===== src/rtl/spi_pkg.sv =====
// Shared definitions for the SPI burst register access block:
// command opcodes and the transaction state encoding.
package spi_pkg;

    localparam logic [7:0] CMD_READ  = 8'h0B;
    localparam logic [7:0] CMD_WRITE = 8'h0A;

    typedef enum logic [2:0] {
        ST_IDLE,
        ST_SETUP,
        ST_SHIFT,
        ST_HOLD,
        ST_GAP
    } spi_state_t;

    function automatic logic [7:0] frame_cmd(input logic is_read);
        return is_read ? CMD_READ : CMD_WRITE;
    endfunction

endpackage


===== src/rtl/spi_tick_gen.sv =====
// Half-period timebase: pulses tick on every CLK_DIV-th enabled ck cycle,
// restarting from zero whenever en drops.
module spi_tick_gen #(
    parameter int unsigned CLK_DIV = 4
) (
    input  logic ck,
    input  logic nRST,
    input  logic en,
    output logic tick
);

    localparam int unsigned CW = $clog2(CLK_DIV);
    localparam logic [CW-1:0] LAST = CW'(CLK_DIV - 1);

    logic [CW-1:0] cnt;

    always_ff @(posedge ck or negedge nRST) begin
        if (!nRST) begin
            cnt <= '0;
        end else if (!en || cnt == LAST) begin
            cnt <= '0;
        end else begin
            cnt <= cnt + 1'b1;
        end
    end

    always_comb begin
        tick = en && (cnt == LAST);
    end

endmodule


===== src/rtl/spi_burst_rw.sv =====
// SPI mode-0 master issuing one command byte, one register address byte and
// a burst of 1..MAX_BYTES data bytes per transaction, read or write.
module spi_burst_rw
    import spi_pkg::*;
#(
    parameter int unsigned CLK_DIV   = 4,
    parameter int unsigned MAX_BYTES = 8,
    localparam int unsigned LEN_W    = $clog2(MAX_BYTES + 1)
) (
    input  logic             ck,
    input  logic             nRST,
    input  logic             start,
    input  logic             rw,
    input  logic [7:0]       reg_name,
    input  logic [LEN_W-1:0] len,
    input  logic [7:0]       wdata,
    input  logic             miso,
    output logic             wnext,
    output logic [7:0]       data_out,
    output logic             rvalid,
    output logic             busy,
    output logic             ready,
    output logic             nCS,
    output logic             sclk,
    output logic             mosi
);

    localparam int unsigned BW = LEN_W + 1;

    spi_state_t state, state_nxt;

    logic             tick;
    logic             rw_q;
    logic [7:0]       reg_q;
    logic [7:0]       wbuf;
    logic [LEN_W-1:0] len_q;
    logic [7:0]       tx_sr;
    logic [6:0]       rx_sr;
    logic [2:0]       bit_cnt;
    logic [BW-1:0]    byte_idx;
    logic             phase;

    logic             len_ok;
    logic             accept;
    logic [BW-1:0]    last_byte;
    logic [BW-1:0]    byte_idx_sat;
    logic             sample;
    logic             bit_end;
    logic             frame_end;
    logic [7:0]       next_byte;

    spi_tick_gen #(
        .CLK_DIV (CLK_DIV)
    ) u_tick (
        .ck   (ck),
        .nRST (nRST),
        .en   (state != ST_IDLE),
        .tick (tick)
    );

    always_comb begin
        len_ok       = (len != '0) && (len <= LEN_W'(MAX_BYTES));
        accept       = (state == ST_IDLE) && start && len_ok;
        last_byte    = {1'b0, len_q} + BW'(1);
        // Byte index stops at the last data byte so a wrap can never reopen the frame.
        byte_idx_sat = (byte_idx == last_byte) ? byte_idx : byte_idx + BW'(1);
        sample       = (state == ST_SHIFT) && tick && !phase;
        bit_end      = (state == ST_SHIFT) && tick && phase && (bit_cnt == 3'd7);
        frame_end    = bit_end && (byte_idx == last_byte);
    end

    // Byte index 0 is the command, 1 the address, 2.. the data bytes.
    always_comb begin
        next_byte = 8'h00;
        if (byte_idx_sat == BW'(1)) begin
            next_byte = reg_q;
        end else if (!rw_q) begin
            next_byte = (byte_idx_sat == BW'(2)) ? wbuf : wdata;
        end
    end

    always_ff @(posedge ck or negedge nRST) begin
        if (!nRST) begin
            state <= ST_IDLE;
        end else begin
            state <= state_nxt;
        end
    end

    always_comb begin
        state_nxt = state;
        case (state)
            ST_IDLE:  if (accept)    state_nxt = ST_SETUP;
            ST_SETUP: if (tick)      state_nxt = ST_SHIFT;
            ST_SHIFT: if (frame_end) state_nxt = ST_HOLD;
            ST_HOLD:  if (tick)      state_nxt = ST_GAP;
            ST_GAP:   if (tick)      state_nxt = ST_IDLE;
            default:                 state_nxt = ST_IDLE;
        endcase
    end

    always_comb begin
        nCS   = !(state inside {ST_SETUP, ST_SHIFT, ST_HOLD});
        sclk  = (state == ST_SHIFT) && phase;
        mosi  = (state == ST_SHIFT) ? tx_sr[7] : 1'b0;
        busy  = (state != ST_IDLE) && !((state == ST_GAP) && tick);
        ready = (state == ST_GAP) && tick;
        // Write byte 0 is taken with the request; bytes 1.. as the previous byte ends.
        wnext = nRST && ((accept && !rw) ||
                         (bit_end && !frame_end && !rw_q && (byte_idx >= BW'(2))));
    end

    always_ff @(posedge ck or negedge nRST) begin
        if (!nRST) begin
            rw_q     <= 1'b0;
            reg_q    <= '0;
            wbuf     <= '0;
            len_q    <= '0;
            tx_sr    <= '0;
            rx_sr    <= '0;
            bit_cnt  <= '0;
            byte_idx <= '0;
            phase    <= 1'b0;
            data_out <= '0;
            rvalid   <= 1'b0;
        end else begin
            rvalid <= 1'b0;
            if (accept) begin
                rw_q     <= rw;
                reg_q    <= reg_name;
                len_q    <= len;
                wbuf     <= wdata;
                bit_cnt  <= '0;
                byte_idx <= '0;
                phase    <= 1'b0;
            end
            if ((state == ST_SETUP) && tick) begin
                tx_sr <= frame_cmd(rw_q);
            end
            if (sample) begin
                phase <= 1'b1;
                rx_sr <= {rx_sr[5:0], miso};
                if (rw_q && (byte_idx >= BW'(2)) && (bit_cnt == 3'd7)) begin
                    data_out <= {rx_sr, miso};
                    rvalid   <= 1'b1;
                end
            end
            if ((state == ST_SHIFT) && tick && phase) begin
                phase   <= 1'b0;
                bit_cnt <= bit_cnt + 3'd1;
                if (bit_cnt == 3'd7) begin
                    byte_idx <= byte_idx_sat;
                    tx_sr    <= next_byte;
                end else begin
                    tx_sr <= {tx_sr[6:0], 1'b0};
                end
            end
        end
    end

endmodule

===== config.mk =====
export PLATFORM = sky130hd
export DESIGN_NAME = spi_burst_rw
export DESIGN_NICKNAME = d
export VERILOG_FILES = /design/src/rtl/spi_pkg.sv /design/src/rtl/spi_tick_gen.sv /design/src/rtl/spi_burst_rw.sv
export SDC_FILE = /design/constraint.sdc
export NUM_CORES = 1
export LEC_CHECK = 0
export ABC_AREA = 1
export CAP_MARGIN = 10
export CORE_MARGIN = 5
export CORE_UTILIZATION = 55
export CTS_CLUSTER_SIZE = 24
export DETAILED_ROUTE_END_ITERATION = 7
export PLACE_DENSITY = 0.78
export SLEW_MARGIN = 20
export SYNTH_ARGS = -nofsm -noshare
export SYNTH_HDL_FRONTEND = slang
export SYNTH_HIERARCHICAL = 1
export SYNTH_SLANG_ARGS = --single-unit

===== constraint.sdc =====
create_clock -name ck -period 2.7 [get_ports ck]
set_input_delay 0.675 -clock ck [delete_from_list [all_inputs] [get_ports ck]]
set_output_delay 0.675 -clock ck [all_outputs]
set_load 0.05 [all_outputs]

==> impl_results.html <==
<table>
<tr><th>Metric</th><th>Value</th></tr>
<tr><th colspan="2">STA</th></tr>
<tr><td>Worst Max-Slew Pin Slew</td><td>0.747 ns</td></tr>
<tr><td>Skew final</td><td>roughly 0.0061 ns</td></tr>
<tr><td>RSZ-0062 raised after global routing</td><td>yes</td></tr>
<tr><td>Worst hold slack</td><td>0.439 ns</td></tr>
<tr><td>Max transition margin</td><td>50.2%</td></tr>
<tr><td>Fmax achieved</td><td>374 MHz</td></tr>
<tr><td>Final hold viol count</td><td>0</td></tr>
<tr><td>Crit share post-route</td><td>between 90% and 100%</td></tr>
<tr><td>Least setup slack across all paths after layout</td><td>~0.028 ns</td></tr>
<tr><td>Setup violations, final</td><td>0</td></tr>
<tr><td>Shortest clock period the worst path allows after layout</td><td>2.67 ns</td></tr>
<tr><td>Number of pins with negative max-slew slack in the final report</td><td>0</td></tr>
<tr><th colspan="2">Detailed routing</th></tr>
<tr><td>Routed met3 length</td><td>419 µm</td></tr>
<tr><td>Met1 routed wirelength after detailed routing</td><td>2870 µm</td></tr>
<tr><td>Amount of wire on met2 after detailed routing</td><td>3250 µm</td></tr>
<tr><td>Pre-Repair DR Iteration Count</td><td>5</td></tr>
<tr><td>Total via count after detailed routing</td><td>roughly 2700</td></tr>
<tr><td>Post-detailed-routing wire length</td><td>6700 µm</td></tr>
<tr><td>DRC</td><td>0</td></tr>
<tr><td>DRC marker count from the first detailed-route iteration</td><td>149</td></tr>
<tr><td>Routed Antenna Nets</td><td>0</td></tr>
<tr><td>Post-detailed-route via-to-cell ratio</td><td>5.18</td></tr>
<tr><td>Top routing layer in use</td><td>met4</td></tr>
<tr><td>Avg WL per Cell</td><td>12.7 µm</td></tr>
<tr><th colspan="2">Placed design</th></tr>
<tr><td>Pre-CTS setup slack</td><td>0.0954 ns</td></tr>
<tr><td>Dpl cell area</td><td>3620 µm²</td></tr>
<tr><td>Input/output buffers</td><td>39</td></tr>
<tr><td>Placed wire-length estimate</td><td>about 4700 µm</td></tr>
<tr><td>Routability Congestion</td><td>0.840</td></tr>
<tr><th colspan="2">Critical path</th></tr>
<tr><td>Required arrival time at the worst endpoint</td><td>approximately 2.0 ns</td></tr>
<tr><td>Worst setup path startpoint</td><td>len_q[1]</td></tr>
<tr><td>Element type at the critical path end</td><td>output port</td></tr>
<tr><td>Terminus of the critical flop-to-flop path</td><td>tx_sr[1]</td></tr>
<tr><td>WS Path Type</td><td>reg2out</td></tr>
<tr><td>Number of cells on the worst reg-to-reg path</td><td>17</td></tr>
<tr><td>Critical Path End</td><td>wnext</td></tr>
<tr><td>Register-to-register path setup slack</td><td>between 0.15 and 0.2 ns</td></tr>
<tr><td>Startpoint of the worst-slack reg-to-reg timing path</td><td>len_q[1]</td></tr>
<tr><td>Sort of element at the start of the critical path</td><td>register</td></tr>
<tr><td>Endpoint arrival time on the critical path</td><td>about 2.0 ns</td></tr>
<tr><td>Maximum fanout along the worst path</td><td>3</td></tr>
<tr><th colspan="2">Global routing</th></tr>
<tr><td>Number of global-route vias before repair</td><td>2495</td></tr>
<tr><td>Total congestion overflow after global routing</td><td>0</td></tr>
<tr><td>First-pass GRT wire length</td><td>11300 µm</td></tr>
<tr><td>Initial antenna violation count</td><td>0</td></tr>
<tr><td>Largest net degree at the start of global routing</td><td>60</td></tr>
<tr><td>Aggregate global-route resource usage</td><td>20.0%</td></tr>
<tr><th colspan="2">Cells and area</th></tr>
<tr><td>Fraction of final layout cells sized beyond drive strength 1</td><td>14.5%</td></tr>
<tr><td>Number of diodes added for antenna fixing</td><td>0</td></tr>
<tr><td>Layout Nets</td><td>480</td></tr>
<tr><td>Share of the core filled with cells in the final layout</td><td>71.1%</td></tr>
<tr><td>Layout overhead on the synthesized area</td><td>27.0%</td></tr>
<tr><td>Final standard cell area without fillers</td><td>approximately 3900 µm²</td></tr>
<tr><td>Filler cells</td><td>469</td></tr>
<tr><th colspan="2">Pwr</th></tr>
<tr><td>Total chip power</td><td>3.73 mW</td></tr>
<tr><td>Worst vdd ir</td><td>0.750 mV</td></tr>
<tr><td>Leak</td><td>2.00 nW</td></tr>
<tr><td>Power density of the placed cells</td><td>958 nW/µm²</td></tr>
<tr><th colspan="2">Synthesis</th></tr>
<tr><td>Async set-reset flop share out of synthesis</td><td>between 90% and 100%</td></tr>
<tr><td>Most repeated cell in the gate-level netlist after synthesis</td><td>sky130_fd_sc_hd__nand2_1</td></tr>
<tr><td>Post-synthesis cell type count</td><td>32</td></tr>
<tr><td>Ranking of synthesized cells by area</td><td>sky130_fd_sc_hd__dfrtp_1 (48%), sky130_fd_sc_hd__nand2_1 (15%), sky130_fd_sc_hd__inv_1 (5.3%)</td></tr>
<tr><td>Post-synth top flop</td><td>sky130_fd_sc_hd__dfrtp_1</td></tr>
<tr><td>Most frequent cells after synthesis</td><td>sky130_fd_sc_hd__nand2_1 (123), sky130_fd_sc_hd__dfrtp_1 (59), sky130_fd_sc_hd__inv_1 (43)</td></tr>
<tr><td>Area share of the leading cell type in the synthesized netlist</td><td>48.2%</td></tr>
<tr><td>Largest area contributor in the synthesized netlist</td><td>sky130_fd_sc_hd__dfrtp_1</td></tr>
<tr><td>Avg Cell Area, Syn</td><td>around 8 µm²</td></tr>
<tr><td>Syn nets</td><td>424</td></tr>
<tr><td>Register bit total from synthesis</td><td>59</td></tr>
<tr><td>Synth Instances</td><td>between 300 and 400</td></tr>
<tr><td>Fraction of the yosys area taken by sequential cells</td><td>roughly half</td></tr>
<tr><td>Synth warnings</td><td>6</td></tr>
<tr><td>Post-synth EDFFs</td><td>0</td></tr>
<tr><td>Post-synthesis cell area</td><td>slightly above 3000 µm²</td></tr>
<tr><th colspan="2">Die</th></tr>
<tr><td>Cell Rows</td><td>27</td></tr>
<tr><td>Effective utilization at floorplan</td><td>56.0%</td></tr>
<tr><td>IO Count</td><td>40</td></tr>
<tr><td>Area of the die</td><td>7170 µm²</td></tr>
<tr><td>Die span in x</td><td>84.7 µm</td></tr>
<tr><td>Die height</td><td>84.7 µm</td></tr>
<tr><td>Area of the core</td><td>5470 µm²</td></tr>
<tr><th colspan="2">Clock network</th></tr>
<tr><td>Clock-pin slew of the registers on the worst-case setup and hold paths</td><td>0.07 ns</td></tr>
<tr><td>CTS H-tree depth</td><td>3</td></tr>
<tr><td>Buffer depth of the longest clock path</td><td>2</td></tr>
<tr><td>Count of hold buffers inserted by post-cts repair</td><td>0</td></tr>
<tr><td>Insertion delay to the later sink of the worst-skew pair</td><td>between 0.3 and 0.4 ns</td></tr>
<tr><td>CTS root buf</td><td>sky130_fd_sc_hd__clkbuf_8</td></tr>
<tr><td>Total clock sinks</td><td>59</td></tr>
<tr><td>Number of CTS-inserted buffers</td><td>9</td></tr>
<tr><td>Clock tree from TritonCTS</td><td>done</td></tr>
<tr><th colspan="2">Min path</th></tr>
<tr><td>Type of the tightest min-delay check</td><td>reg2reg</td></tr>
<tr><th colspan="2">Outcome</th></tr>
<tr><td>Result of the run</td><td>finished, final reports clean</td></tr>
<tr><th colspan="2">Job</th></tr>
<tr><td>Max cap viols</td><td>0</td></tr>
</table>
worst min path at each step:
| stage | endpoint | slack [ns] | startpoint | cells past startpoint |
|---|---|---|---|---|
| floorplan | bit_cnt[0] | 0.38 | nRST | 0 |
| global placement | u_tick/cnt[0] | 0.42 | u_tick/cnt[0] | 1 |
| detailed placement | u_tick/cnt[0] | 0.43 | u_tick/cnt[0] | 1 |
| CTS | u_tick/cnt[0] | 0.44 | u_tick/cnt[0] | 1 |
| global route | u_tick/cnt[0] | 0.47 | u_tick/cnt[0] | 1 |
| finish | u_tick/cnt[0] | 0.44 | u_tick/cnt[0] | 1 |
layer usage:
layer | up-vias | track usage (%)
met5 | - | 0
met4 | 0 | 9.93
met3 | 13 | 3.63
met2 | 94 | 32.5
met1 | 1259 | 25.7
li1 | 1361 | -
cells in the final DEF, fill, tap and decap left out, types with 2 or more instances in the layout:
cell,instances
sky130_fd_sc_hd__bufinv_16,2
sky130_fd_sc_hd__nand4_1,4
sky130_fd_sc_hd__nor2_4,4
sky130_fd_sc_hd__xor2_1,3
sky130_fd_sc_hd__nand2_2,4
sky130_fd_sc_hd__buf_12,3
sky130_fd_sc_hd__o21ai_1,10
sky130_fd_sc_hd__inv_2,9
sky130_fd_sc_hd__dfrtp_1,59
sky130_fd_sc_hd__nand3_1,20
sky130_fd_sc_hd__mux2_2,4
sky130_fd_sc_hd__nand2_1,122
sky130_fd_sc_hd__clkdlybuf4s50_1,33
sky130_fd_sc_hd__clkbuf_8,10
sky130_fd_sc_hd__nand3_4,2
sky130_fd_sc_hd__o21ai_0,26
sky130_fd_sc_hd__ha_1,6
sky130_fd_sc_hd__clkinvlp_4,2
sky130_fd_sc_hd__a22o_1,2
sky130_fd_sc_hd__o31ai_1,3
sky130_fd_sc_hd__a21oi_1,18
sky130_fd_sc_hd__inv_1,41
sky130_fd_sc_hd__nor2_1,36
sky130_fd_sc_hd__buf_4,15
sky130_fd_sc_hd__nor3_1,2
state kept, by name, summed over array words and instances, names as in the netlist:
| signal | cells |
|---|---|
| data_out | 8 |
| reg_q | 8 |
| tx_sr | 8 |
| wbuf | 8 |
| rx_sr | 7 |
| byte_idx | 5 |
| len_q | 4 |
| bit_cnt | 3 |
| state | 3 |
| u_tick/cnt | 2 |
| phase | 1 |
| rvalid | 1 |
| rw_q | 1 |
through the flow:
stage / instances / setup TNS [ns]
detailed placement: 507 / 0
global route: 526 / -0.0426
CTS: 526 / 0
floorplan: 393 / 0
finish: 526 / 0
global placement: 507 / 0
worst max-delay path, cell delays in order, from the launching register on:
cell and delay, ns:
sky130_fd_sc_hd__dfrtp_1 0.41, sky130_fd_sc_hd__ha_1 0.31, sky130_fd_sc_hd__inv_1 0.04, sky130_fd_sc_hd__nand2_1 0.04, sky130_fd_sc_hd__nand2_1 0.09, sky130_fd_sc_hd__nor2_4 0.13, sky130_fd_sc_hd__nand3_4 0.10, sky130_fd_sc_hd__nor2_8 0.13
sky130_fd_sc_hd__nor3_2 0.05, sky130_fd_sc_hd__o21a_2 0.21, sky130_fd_sc_hd__buf_12 0.14
layout make-up:
type,instances,area [µm²],area share [%]
tap,72,90.1,2.31
timing repair buffer,53,520,13.4
sequential,59,1480,37.9
clock buffer,10,138,3.53
multi-input combinational,275,1390,35.6
inverter,51,194,4.98
clock inverter,6,88.8,2.28
cell families (layout without fill, tap and decap cells):
family,count (synthesis),after routing,share of synthesized area [%]
XOR/XNOR,3,3,0.857
multiplexers,4,4,1.47
AO/OA/AOI/OAI,64,64,11.4
flip-flops,59,59,48.2
AND/OR/NAND/NOR,198,198,28.0
adder cells (fa/ha/maj),6,6,2.45
buffers and inverters,59,120,7.63
report_power, final:
| group | internal, mW | leakage (nW) | switching [mW] |
|---|---|---|---|
| registers | 1.17 | 0.747 | 0.179 |
| clock network | 0.544 | 0.108 | 0.369 |
| logic | 0.525 | 1.14 | 0.949 |
| total | 2.24 | 2.00 | 1.50 |
what timing repair did:
| item | in CTS | in global routing |
|---|---|---|
| pin swaps | 1 | 1 |
| gates resized for setup | 1 | 6 |
| setup endpoints to repair | 1 | 5 |
| setup buffers | 3 | 0 |
(Power assumes the default switching activity.)
